### src/rtl/sprite_pkg.sv
// rtl/sprite_pkg.sv - shared sizes, typedefs and FSM states for the sprite loader
package sprite_pkg;

  localparam int SPRITE_COUNT = 32;
  localparam int SEL_W        = 5;
  localparam int ADDR_W       = 14;
  localparam int DATA_W       = 8;
  localparam int SPRITE_BYTES = 8192;

  typedef logic [SEL_W-1:0]  sprite_sel_t;
  typedef logic [ADDR_W-1:0] nibble_addr_t;

  typedef enum logic [1:0] {
    IDLE  = 2'd0,
    LOAD  = 2'd1,
    DRAIN = 2'd2,
    DONE  = 2'd3
  } loader_state_t;

endpackage

### src/rtl/sprite_loader.sv
// rtl/sprite_loader.sv - byte-stream packet to 4bpp sprite storage write port
module sprite_loader
  import sprite_pkg::*;
#(
  parameter int NUM_SPRITES = sprite_pkg::SPRITE_COUNT
) (
  input  logic              clock,
  input  logic              reset,
  input  logic              s_valid,
  output logic              s_ready,
  input  logic [DATA_W-1:0] s_data,
  input  logic              s_last,
  input  logic              abort,
  output logic [SEL_W-1:0]  w_select,
  output logic              w_en,
  output logic [ADDR_W-1:0] w_addr,
  output logic [DATA_W-1:0] w_data,
  output logic              busy,
  output logic              done,
  output logic              err_overflow,
  output logic              err_select,
  output logic [ADDR_W-1:0] byte_count
);

  localparam nibble_addr_t FULL_COUNT = nibble_addr_t'(SPRITE_BYTES);
  localparam nibble_addr_t LAST_ADDR  = nibble_addr_t'(2 * SPRITE_BYTES - 2);

  loader_state_t     state_q, state_d;
  logic              s_ready_q, s_ready_d;
  sprite_sel_t       w_select_q, w_select_d;
  logic              w_en_q, w_en_d;
  nibble_addr_t      w_addr_q, w_addr_d;
  logic [DATA_W-1:0] w_data_q, w_data_d;
  nibble_addr_t      addr_q, addr_d;
  logic              busy_q, busy_d;
  logic              done_q, done_d;
  logic              err_overflow_q, err_overflow_d;
  logic              err_select_q, err_select_d;
  nibble_addr_t      byte_count_q, byte_count_d;

  logic        abort_hit;
  logic        accept;
  sprite_sel_t hdr_sel;

  // abort kills acceptance combinationally so the byte on the abort cycle is never taken
  assign abort_hit = abort && (state_q != IDLE);
  assign s_ready   = s_ready_q && !abort_hit;
  assign accept    = s_valid && s_ready;
  assign hdr_sel   = s_data[SEL_W-1:0];

  always_comb begin
    state_d        = state_q;
    w_select_d     = w_select_q;
    w_en_d         = 1'b0;
    w_addr_d       = w_addr_q;
    w_data_d       = w_data_q;
    addr_d         = addr_q;
    err_overflow_d = err_overflow_q;
    err_select_d   = err_select_q;
    byte_count_d   = byte_count_q;

    case (state_q)
      IDLE: begin
        if (accept) begin
          addr_d         = '0;
          byte_count_d   = '0;
          err_overflow_d = 1'b0;
          if (int'(hdr_sel) >= NUM_SPRITES) begin
            err_select_d = 1'b1;
            state_d      = s_last ? DONE : DRAIN;
          end else begin
            err_select_d = 1'b0;
            w_select_d   = hdr_sel;
            state_d      = s_last ? DONE : LOAD;
          end
        end
      end
      LOAD: begin
        if (abort_hit) begin
          state_d = DONE;
        end else if (accept) begin
          if (byte_count_q == FULL_COUNT) begin
            err_overflow_d = 1'b1;
            state_d        = s_last ? DONE : DRAIN;
          end else begin
            w_en_d       = 1'b1;
            w_addr_d     = addr_q;
            w_data_d     = s_data;
            byte_count_d = byte_count_q + nibble_addr_t'(1);
            // hold at the top address instead of wrapping back to 0
            if (addr_q != LAST_ADDR) begin
              addr_d = addr_q + nibble_addr_t'(2);
            end
            if (s_last) begin
              state_d = DONE;
            end
          end
        end
      end
      DRAIN: begin
        if (abort_hit) begin
          state_d = DONE;
        end else if (accept && s_last) begin
          state_d = DONE;
        end
      end
      DONE: begin
        state_d = IDLE;
      end
      default: begin
        state_d = IDLE;
      end
    endcase

    s_ready_d = (state_d != DONE);
    busy_d    = (state_d != IDLE);
    done_d    = (state_d == DONE);
  end

  always_ff @(posedge clock or posedge reset) begin
    if (reset) begin
      state_q        <= IDLE;
      s_ready_q      <= 1'b0;
      w_select_q     <= '0;
      w_en_q         <= 1'b0;
      w_addr_q       <= '0;
      w_data_q       <= '0;
      addr_q         <= '0;
      busy_q         <= 1'b0;
      done_q         <= 1'b0;
      err_overflow_q <= 1'b0;
      err_select_q   <= 1'b0;
      byte_count_q   <= '0;
    end else begin
      state_q        <= state_d;
      s_ready_q      <= s_ready_d;
      w_select_q     <= w_select_d;
      w_en_q         <= w_en_d;
      w_addr_q       <= w_addr_d;
      w_data_q       <= w_data_d;
      addr_q         <= addr_d;
      busy_q         <= busy_d;
      done_q         <= done_d;
      err_overflow_q <= err_overflow_d;
      err_select_q   <= err_select_d;
      byte_count_q   <= byte_count_d;
    end
  end

  assign w_select     = w_select_q;
  assign w_en         = w_en_q;
  assign w_addr       = w_addr_q;
  assign w_data       = w_data_q;
  assign busy         = busy_q;
  assign done         = done_q;
  assign err_overflow = err_overflow_q;
  assign err_select   = err_select_q;
  assign byte_count   = byte_count_q;

endmodule

### config.mk
export PLATFORM = sky130hd
export DESIGN_NAME = sprite_loader
export DESIGN_NICKNAME = d
export VERILOG_FILES = /design/src/rtl/sprite_pkg.sv /design/src/rtl/sprite_loader.sv
export SDC_FILE = /design/constraint.sdc
export NUM_CORES = 1
export LEC_CHECK = 0
export BUFFER_PORTS_ARGS = -buffer_cell sky130_fd_sc_hd__buf_2
export CORE_ASPECT_RATIO = 0.9
export CORE_MARGIN = 2
export CORE_UTILIZATION = 58
export DETAILED_ROUTE_END_ITERATION = 6
export GPL_TIMING_DRIVEN = 1
export PLACE_DENSITY = 0.84
export SYNTH_ARGS = -nofsm -noshare
export SYNTH_HDL_FRONTEND = slang
export SYNTH_SLANG_ARGS = --single-unit
export TNS_END_PERCENT = 20
### constraint.sdc
create_clock -name clock -period 3.21 [get_ports clock]
set_clock_uncertainty 0.15 [all_clocks]
set_input_delay 0.642 -clock clock [delete_from_list [all_inputs] [get_ports clock]]
set_output_delay 0.642 -clock clock [all_outputs]
set_load 0.01 [all_outputs]
Word-level counts from Yosys, hierarchy flattened
Index checks and enable logic that the tools add are counted.

word-level totals
  logic and storage cells = 71
  register bits after elaboration = 62

cells by class
  add/subtract/negate cells = 2
  eq/ne operators = 13
  reductions and logical operators = 14
  bitwise logic cells = 2
  mux-type cells = 29

operators by type and width
  kind                                                              count
  14-bit two-way mux                                                8
  14-bit case mux with 2 select lines                               2
  2-bit two-way mux                                                 8
  14-bit by 1-bit adder with 14-bit output (second input constant)  1
  14-bit by 2-bit adder with 14-bit output (second input constant)  1
  14-bit == test (second input constant)                            1
  14-bit inequality test (second input constant)                    1
  2-bit inequality test (second input constant)                     7
  5-bit AND reduction                                               2
  1-bit two-way mux                                                 9
  2-bit case mux with 4 select lines                                1
  2-bit == test (second input constant)                             3
  6-bit AND reduction                                               1
  2-bit nonzero test                                                3
  1-bit logical AND                                                 4
  4-bit AND reduction                                               1
  2-bit by 1-bit == test with 1-bit output (second input constant)  1
  2-bit logical NOT                                                 1
  1-bit NOT                                                         2
  1-bit case mux with 2 select lines                                1
  2-bit AND reduction                                               1
  1-bit logical NOT                                                 1

Longest topological paths before layout
  word-level depth = 10
  depth in mapped cells = 8
  depth with buffers taken out = 7

Worst setup path before layout
Ideal clock, no wire load.

  path type = flip-flop to flip-flop
  from = register byte_count_q[0] (netlist: byte_count[0])
  to = register w_addr_q[10] (netlist: w_addr[10])
  path buffers = 1
  setup time = 0.127 ns
  clock period less this slack = 2.095 ns
  cell stages (with the launch flop) = 8
  data arrival time = 1.818 ns
  data required time = 2.933 ns
  setup slack = 1.115 ns
  cell sequence = dfrtp_1 -> inv_1 -> ha_1 -> nor4bb_1 -> nand4_1 -> nand4_2 -> buf_6 -> mux2_1

on the way
  cells in the longest elaborated chain, start to end = 3

RTL lines
  what                           line                  text
  from (decl)                    sprite_loader.sv:39   nibble_addr_t byte_count_q, byte_count_d;
  from (signal assigned)         sprite_loader.sv:146  byte_count_q <= byte_count_d;
  14-bit == test                 sprite_loader.sv:82   if (byte_count_q == FULL_COUNT) begin
  1-bit NOT (no line)            --
  4-bit AND reduction (no line)  --
  to (signal assigned)           sprite_loader.sv:139  w_addr_q <= w_addr_d;
  to (decl)                      sprite_loader.sv:32   nibble_addr_t w_addr_q, w_addr_d;

Every way passes these cells.
A chain may end at the register's enable or synchronous reset.

Worst setup path after layout
  from = register byte_count_q[0] (netlist: byte_count[0])
  to = register w_addr_q[4] (netlist: w_addr[4])

The elaborated chain is that of the path after synthesis.

==> flow_summary.yaml <==
critical_path:
  rrSetupSlack_ps: 590
  end_kind: "flip-flop"
  arrival_ps: 2700
  worstSetupStartpoint: "byte_count[0]"
  worstPathMaxFanout: 24
  cp.required_ps: 3280
  worstReg2RegStart: "byte_count[0]"
  worstSetupPathType: "flip-flop to flip-flop"
  startpoint_type: "flip-flop"
power_and_ir_drop:
  p_per_area_mw_per_mm2: 724
  design_power_total_mw: 2.47
  combinationalPowerShare_pct: 24.0
  p_leak_nw: 1.70
  p_sw_share_pct: 32.3
  vdd_drop_max_uv: 499
  switching_power_mw: 0.797
  p_int_mw: 1.67
  clockPowerShare_pct: 33.2
  seq_power_share_pct: 42.9
die:
  num_rows: 24
  initial_utilization_pct: 59.6
  fp.dieH_um: 70.4
  die_area_mm2: 0.00548
  boundaryPins: 60
  core-area_mm2: 0.00477
  dieWidth_um: 77.8
timing:
  slew_headroom_pct: 43.6
  fin_ws_ps: 586
  period_minus_slack_ps: 2620
  drv_slew: 0
  post-route-period-util_pct: 81.7
  worstMarginPinSlew_ps: 844
  rsz0062_at_grt: "no"
  setup-violations-final: 0
  fin_setup_tns_ps: 0
  hold_ws_ps: 92.1
  maxClockFrequency_mhz: 381
  hold_viol_final: 0
clocking:
  cts-root-buf: "clkbuf_8"
  path_clk_slew_ps: 70
  insertion_delay_ps: 350
  cts_setup_buffers: 0
  cts_tree: "done"
  cts-hold-fix-buffers: 0
  cts_buffers: 9
  cts_max_path_buffers: 2
  cts.repair.resized: 0
  clkSinkCount: 60
  h-tree-depth: 3
place:
  portBuffers: 57
  preCtsSetupSlack_ps: 498
  dp_hpwl_um: 4330
  dp.cells: 375
  dpl_cell_area_mm2: 0.00317
  place_congestion: 0.848
synth:
  synth_edf_count: 0
  syn_area_mm2: 0.00284
  synth_area_leaders: "dfrtp_1, mux2_1, nand2_1, or3_1, xor2_1"
  ys.flop_type: "dfrtp_1"
  synth_largest_area_cell: "dfrtp_1"
  yosysTopAreaCellShare_pct: 52.8
  async_flop_share_pct: 100
  netlist_instances: 258
  synth_cell_type_count: 48
  post_synth.cell_area_avg_um2: 11.0
  synth_seq_cells: 60
  synth.yosys.seq_area_share_pct: 52.8
  yosysWarnings: 0
detailed_routing:
  drc: 0
  drt_wl_total_um: 6170
  ant_nets: 0
  vias: 2273
  dr.pass1.iters: 4
  vias_per_cell: 5.81
  drtIter0Drc: 132
  wl_per_cell_um: 15.8
cells_and_area:
  fin_nets: 337
  drive_gt1_share_pct: 31.6
  fin_cells: 391
  diodes: 0
  synthToLayoutAreaGrowth_pct: 19.8
  utilization_pct: 71.4
  final_area_mm2: 0.00341
grt:
  grt_pass1_vias: 2233
  grt_max_degree: 26
  grt_remaining_overflow: 0
  grt_pass1_wl_um: 10400
  track_usage_pct: 24.9
  antenna_found_initial: 0
flow_run:
  drv_cap: 0
run_status:
  status: "finished, final reports clean"
min_path:
  worst_hold_path_type: "primary input to asynchronous set/reset pin"
[sequential cells by signal, summed over array words and instances (netlist names), 2 cells and up]
| register | count |
|---|---|
| addr_q | 13 |
| byte_count | 14 |
| state_q | 2 |
| w_addr | 13 |
| w_data | 8 |
| w_select | 5 |
[power groups by stage]
stage	clock (mW)	combinational (mW)	sequential, mW
after global routing	0.860	0.657	1.08
after CTS	0.829	0.595	1.06
after global placement	0	0.573	1.06
final	0.819	0.591	1.06
after detailed placement	0	0.593	1.07
after floorplan	0	0.367	1.08
[Yosys cell counts (2+ instances only)]
master    number
dfrtp_1       60
mux2_1        17
o21ai_0        8
nand4_1        9
or4_1          6
o211ai_1       2
mux2_2         4
and3_1         6
ha_1           3
nor2_1        16
buf_1          2
nand3_1        9
and4_1         2
a21oi_1       10
o21ai_1        3
buf_6          4
or3_1         10
a21oi_2        4
xor2_1         7
nand3_2        2
and2_1         2
o21ai_2        3
buf_4          3
nor3_1         2
xnor2_1        2
inv_1          6
nand4_2        3
nand2_1       33
[path summary, 6_finish.rpt]
check / cells past startpoint / end
worst max-delay path: 6 / w_addr[4]
worst min-delay path: 2 / w_addr[2]
worst max register to register: 6 / w_addr[4]
worst min register to register: 1 / w_addr[6]
max in group asynchronous: 3 / w_addr[9]
min in group clock: 1 / w_addr[6]
[cell type report]
| cell class | count | area, µm² |
|---|---|---|
| clock inverter | 7 | 115 |
| tap | 65 | 81.3 |
| multi-input combinational | 182 | 1240 |
| fill | 361 | 1370 |
| timing repair buffer | 61 | 315 |
| clock buffer | 9 | 124 |
| sequential | 60 | 1500 |
| inverter | 7 | 26.3 |
[cells by family after synthesis]
group,after synthesis,share of synthesized area (%)
simple gates,110,22.4
flops,60,52.8
compound gates,37,8.54
mux,21,8.31
buf+inv,17,3.74
xor+xnor,9,2.77
fa+ha+maj,3,1.32
other cells,1,0.132
[worst max-delay path, stage by stage (launching register included)]
cell      delay [ps]
dfrtp_1          440
inv_1             80
ha_1             160
nor4bb_1         390
nand4_1          280
nand4_2          580
mux2_1           410
[placed cells by master, fill, tap and decap left out, types with 2 or more instances in the layout]
master / instances
inv_2: 2
o21ai_1: 3
mux2_2: 4
clkinv_2: 2
clkbuf_8: 9
nor2_1: 16
clkinvlp_4: 2
or4_1: 6
inv_1: 5
and4_1: 2
a21oi_1: 10
nand3_1: 9
bufinv_16: 3
or3_1: 10
nand3_2: 2
nor3_2: 2
o21ai_2: 3
xor2_1: 7
and2_1: 2
buf_4: 4
mux2_1: 17
xnor2_1: 2
ha_1: 3
and3_1: 6
o21ai_0: 8
nand2_1: 33
a21oi_2: 4
o211ai_1: 2
conb_1: 2
buf_2: 57
nand4_1: 9
dfrtp_1: 60
nand4_2: 3
[layer usage]
layer  routed length (µm)  up-vias  GRT usage (%)
met5                    0        -              0
met4                  155        0           9.52
met3                  466       17           9.82
met2                 2970       90           38.6
met1                 2590     1117           31.4
li1                     -     1049              -
Note: power is estimated with default switching activity, not from simulation.
